## src/rtl/pipe_pkg.sv

```systemverilog
// Shared encodings for the pipeline stage-sequencing controller: register
// update commands, op classes, controller states and the register-match rule.
package pipe_pkg;

    localparam logic [1:0] UPD_HOLD  = 2'b00;
    localparam logic [1:0] UPD_ADV   = 2'b01;
    localparam logic [1:0] UPD_FLUSH = 2'b10;

    localparam logic [1:0] OP_LOAD   = 2'b10;

    typedef enum logic [1:0] {
        RUN  = 2'd0,
        BUSY = 2'd1,
        HALT = 2'd2
    } pstate_t;

    // Same rule forwarding uses: a write (rw != 0) to the same file and index.
    function automatic logic reg_match(input logic [1:0] rw,
                                       input logic [4:0] rd,
                                       input logic [5:0] r);
        return (rw != 2'b00) && (rw[1] == r[5]) && (rd == r[4:0]);
    endfunction

endpackage

```

## src/rtl/hazard_detect.sv

```systemverilog
// Combinational load-use detector: the E-stage load writes a register that
// the D-stage instruction reads.
module hazard_detect
    import pipe_pkg::*;
(
    input  logic [5:0] d_rs_i,
    input  logic [5:0] d_rt_i,
    input  logic       d_use_s_i,
    input  logic       d_use_t_i,
    input  logic [1:0] de_op_type_i,
    input  logic [1:0] de_rw_i,
    input  logic [4:0] de_rd_i,
    output logic       load_use_o
);

    logic s_hit;
    logic t_hit;

    assign s_hit      = d_use_s_i && reg_match(de_rw_i, de_rd_i, d_rs_i);
    assign t_hit      = d_use_t_i && reg_match(de_rw_i, de_rd_i, d_rt_i);
    assign load_use_o = (de_op_type_i == OP_LOAD) && (s_hit || t_hit);

endmodule

```

## src/rtl/pipe_ctrl.sv

```systemverilog
// Stage-sequencing controller: each cycle picks hold/advance/flush for the
// F/D, D/E and E/W registers plus PC write enable and select.
module pipe_ctrl
    import pipe_pkg::*;
#(
    parameter int WAIT_W = 5
) (
    input  logic              clk,
    input  logic              rst,
    input  logic [5:0]        d_rs,
    input  logic [5:0]        d_rt,
    input  logic              d_use_s,
    input  logic              d_use_t,
    input  logic [1:0]        de_op_type,
    input  logic [1:0]        de_rw,
    input  logic [4:0]        de_rd,
    input  logic [WAIT_W-1:0] de_wait_time,
    input  logic              de_stop,
    input  logic              e_redirect,
    input  logic              resume,
    output logic [1:0]        fd_update,
    output logic [1:0]        de_update,
    output logic [1:0]        ew_update,
    output logic              pc_we,
    output logic              pc_sel,
    output logic              halted
);

    localparam logic [WAIT_W-1:0] CNT_ONE = WAIT_W'(1);

    pstate_t           state_q, state_d;
    logic [WAIT_W-1:0] cnt_q, cnt_d;
    logic              load_use;

    hazard_detect u_hazard (
        .d_rs_i       (d_rs),
        .d_rt_i       (d_rt),
        .d_use_s_i    (d_use_s),
        .d_use_t_i    (d_use_t),
        .de_op_type_i (de_op_type),
        .de_rw_i      (de_rw),
        .de_rd_i      (de_rd),
        .load_use_o   (load_use)
    );

    // Every branch after the two occupancy branches is a release cycle, so
    // stop/redirect/load-use are only ever looked at when E is vacating.
    always_comb begin
        fd_update = UPD_HOLD;
        de_update = UPD_HOLD;
        ew_update = UPD_HOLD;
        pc_we     = 1'b0;
        pc_sel    = 1'b0;
        halted    = 1'b0;
        state_d   = state_q;
        cnt_d     = cnt_q;
        if (rst) begin
            state_d = RUN;
            cnt_d   = '0;
        end else if (state_q == HALT) begin
            halted = 1'b1;
            if (resume) begin
                state_d = RUN;
            end
        end else if (state_q == RUN && de_wait_time != '0) begin
            ew_update = UPD_FLUSH;
            cnt_d     = de_wait_time - CNT_ONE;
            state_d   = BUSY;
        end else if (state_q == BUSY && cnt_q != '0) begin
            ew_update = UPD_FLUSH;
            cnt_d     = cnt_q - CNT_ONE;
        end else if (de_stop) begin
            de_update = UPD_FLUSH;
            ew_update = UPD_ADV;
            state_d   = HALT;
        end else if (e_redirect) begin
            fd_update = UPD_FLUSH;
            de_update = UPD_FLUSH;
            ew_update = UPD_ADV;
            pc_we     = 1'b1;
            pc_sel    = 1'b1;
            state_d   = RUN;
        end else if (load_use) begin
            de_update = UPD_FLUSH;
            ew_update = UPD_ADV;
            state_d   = RUN;
        end else begin
            fd_update = UPD_ADV;
            de_update = UPD_ADV;
            ew_update = UPD_ADV;
            pc_we     = 1'b1;
            state_d   = RUN;
        end
    end

    always_ff @(posedge clk) begin
        if (rst) begin
            state_q <= RUN;
            cnt_q   <= '0;
        end else begin
            state_q <= state_d;
            cnt_q   <= cnt_d;
        end
    end

endmodule

```

## config.mk

```make
export PLATFORM = sky130hd
export DESIGN_NAME = pipe_ctrl
export DESIGN_NICKNAME = d
export VERILOG_FILES = /design/src/rtl/pipe_pkg.sv /design/src/rtl/hazard_detect.sv /design/src/rtl/pipe_ctrl.sv
export SDC_FILE = /design/constraint.sdc
export NUM_CORES = 1
export LEC_CHECK = 0
export CORE_UTILIZATION = 38
export CTS_BUF_LIST = sky130_fd_sc_hd__clkbuf_8
export CTS_CLUSTER_DIAMETER = 100
export DETAILED_ROUTE_END_ITERATION = 12
export PLACE_DENSITY = 0.81
export SYNTH_ARGS = -nofsm -noshare
export SYNTH_HDL_FRONTEND = slang
export SYNTH_HIERARCHICAL = 1
export SYNTH_SLANG_ARGS = --single-unit
```

## constraint.sdc

```tcl
create_clock -name clk -period 2.8 [get_ports clk]
set_input_delay 0.42 -clock clk [delete_from_list [all_inputs] [get_ports clk]]
set_output_delay 0.42 -clock clk [all_outputs]
set_load 0.02 [all_outputs]
```

==> flow_summary.json <==
{
  "status": "finished, final reports clean",
  "place.port_buffers": 41,
  "syn_area_per_cell_um2": 7.74,
  "fmax_mhz": 371,
  "clk_latency_ns": 0.24,
  "cp.required_ns": 2.38,
  "sequentialPowerShare_pct": 22.5,
  "wl_met3_um": 117,
  "hold_class": "reg -> reg",
  "slew_headroom_pct": 76.5,
  "grt_pass1_vias": 932,
  "internal_power_uw": 476,
  "fin_crit_ns": 2.69,
  "p_sw_uw": 304,
  "arrival_ns": 2.27,
  "r2r_start": "state_q[0]$_SDFFE_PP0P_",
  "cts_sinks": 7,
  "die_area_um2": 2030,
  "r2r.worst_path.cells": 7,
  "powerDensity_nw_per_um2": 610,
  "dr_total_vias": 931,
  "cts_made_buffers": 3,
  "path_buf_inv": 2,
  "min_from": "cnt_q[1]$_SDFFE_PP0P_",
  "crit_path_max_incr_delay_ns": 0.52,
  "drc": 0,
  "place.gp.congestion": 0.930,
  "synthCells": 91,
  "drtAntennaViolNets": 0,
  "vdd.ir_drop.worst_v": 0.000470,
  "drv_cap": 0,
  "synth_top_cell_by_area": "dfxtp_1",
  "wl_met1_um": 934,
  "gr-usage-all-layers_pct": 26.0,
  "routed_wl_um": 2410,
  "grt_overflow_total": 0,
  "path_class": "in -> out",
  "routed_via_density": 5.41,
  "coreArea_um2": 1730,
  "drtIter0Drc": 21,
  "final_cells": 172,
  "synth_edf_count": 0,
  "clkSlewWorstSetupHoldPaths_ns": 0.04,
  "synth-seq-cells": 7,
  "die_w_um": 45.1,
  "dr_wl_met2_um": 1310,
  "p_clk_share_pct": 19.1,
  "fin_setup_tns_ns": 0,
  "routed.top_layer": "met4",
  "final-max-slew-violation-count": 0,
  "ys_async_sr_fraction_pct": 0,
  "synth_ff_type": "dfxtp_1",
  "timing.critical_path.from_type": "primary input",
  "syn_to_final_growth_pct": 81.7,
  "synth_top_area_share_pct": 19.9,
  "reg2reg_to": "cnt_q[4]$_SDFFE_PP0P_",
  "ys_warn_count": 6,
  "tightest_slew_ns": 0.352,
  "combPwrFrac_pct": 58.3,
  "switching_share_pct": 39.0,
  "min_path_cells": 2,
  "total_power_uw": 781,
  "holdPathEnd": "cnt_q[1]$_SDFFE_PP0P_",
  "crit_path_top_delay_cell": "clkdlybuf4s50_1",
  "start_util_pct": 40.8,
  "rsz0062_at_grt": "true",
  "whs_ns": 0.472,
  "dp_hpwl_um": 2010,
  "synth_seq_area_share_pct": 19.9,
  "finish.utilization_pct": 74.1,
  "dpl.cell_count": 168,
  "clock_skew_ns": 0.00252,
  "grt_max_degree": 9,
  "worstPathCellList": "clkdlybuf4s50_1, xor2_1, nor4_1, o221a_2, nor3_1, nor2b_1, dlygate4sd2_1",
  "cts-hold-fix-buffers": 0,
  "setup_viol": 0,
  "finalHoldViolCount": 0,
  "syn_nets": 125,
  "crit_fanout": 2,
  "diodes": 0,
  "cp_top_family": "buffers and inverters",
  "grt_pass1_wl_um": 3780,
  "drt_pass1_iterations": 4,
  "p_leak_uw": 0.000541,
  "drive_above_1_share_pct": 17.0,
  "antenna_found_initial": 0,
  "ios": 42,
  "synth.area.top_cells": "dfxtp_1 20%, xnor2_1 8.7%, xor2_1 7.5%",
  "cts_tree": "done",
  "rows": 15,
  "synthDistinctLibCells": 36,
  "min_period_over_period_pct": 96.1,
  "wl_per_cell_um": 14.0,
  "netlist_area_um2": 704,
  "synthTopCellsByCount": "7 x dfxtp_1, 7 x inv_1, 7 x xnor2_1",
  "cts_htree_levels": 1,
  "cts_root_buf": "clkbuf_8",
  "endpoint_kind": "output pin",
  "nets": 182,
  "die_y_um": 45.1,
  "cts_buffer_depth": 2,
  "timing.reg2reg.setup_slack_ns": 0.79
}
## worst max path at each step
stage | from | cells after the start | endpoint
global route | de_rd[4] | 7 | fd_update[0]
global placement | de_rw[1] | 8 | de_update[0]
detailed placement | de_rd[1] | 7 | fd_update[0]
CTS | de_rd[1] | 7 | fd_update[0]
finish | de_rd[1] | 7 | fd_update[0]
floorplan | cnt_q[0]$_SDFFE_PP0P_ | 6 | fd_update[1]
## sequential cells by signal (all words and copies together), names as in the netlist
signal   count
cnt_q        5
state_q      2
## cells in the final DEF (no fill, tap or decap), drive strengths merged, types with 3 or more instances in the layout
cell type	netlist	routed
nand2	4	4
clkbuf	2	3
dfxtp	7	7
nor3	6	6
o31ai	3	3
o21ai	5	5
nor2b	3	3
dlygate4sd2	0	6
buf	2	15
xor2	6	6
clkdlybuf4s50	0	35
a22oi	5	5
xnor2	7	7
inv	7	7
nor2	6	6
## power by group through the flow
stage	registers (uW)	logic (uW)	clock network [uW]
floorplan	164	258	0
global placement	173	431	0
detailed placement	175	443	0
CTS	176	451	151
global route	182	498	157
finish	176	455	149
## routing by layer
layer  GRT usage, %  vias up
met5              0        -
met4           12.7        0
met3           5.60        7
met2           48.1       42
met1           27.3      427
li1               -      455
## final cells by class
| cell class | instances | area [um^2] |
|---|---|---|
| clock buffer | 3 | 41.3 |
| clock inverter | 1 | 5.00 |
| fill | 137 | 447 |
| inverter | 7 | 26.3 |
| multi-input combinational | 73 | 520 |
| sequential | 7 | 140 |
| tap | 25 | 31.3 |
| timing repair buffer | 56 | 515 |
## logic make-up (layout without fill, tap and decap cells)
| family | count (synthesis) | count (layout) | share of synthesized area, % |
|---|---|---|---|
| AOI/OAI and AO/OA | 25 | 25 | 26.3 |
| adders and majority gates | 1 | 1 | 1.78 |
| DFF | 7 | 7 | 19.9 |
| xor gates and xnor gates | 13 | 13 | 16.2 |
| buffers and inverters | 11 | 67 | 6.93 |
| and+or+nand+nor | 33 | 33 | 27.5 |
| muxes | 1 | 1 | 1.42 |
## what timing repair did
item                       in CTS  in global routing
resized for setup               7                  0
buffers inserted                0                  0
setup endpoints to repair       6                  2
pin swaps                       0                  0
## metrics by stage
stage | cell area (um^2) | setup slack (ns)
6_report | 1280 | 0.108
5_1_grt | 1280 | -0.00692
4_1_cts | 1280 | 0.102
3_5_place_dp | 1240 | -0.177
3_3_place_gp | 1240 | -0.108
2_1_floorplan | 704 | 0.316
## worst min-delay path, stage by stage, from the launching register on
cell and delay (ns):
dfxtp_1 0.31, nand2_1 0.06, a21oi_1 0.06
No activity file was read; power rests on OpenSTA's default activity.
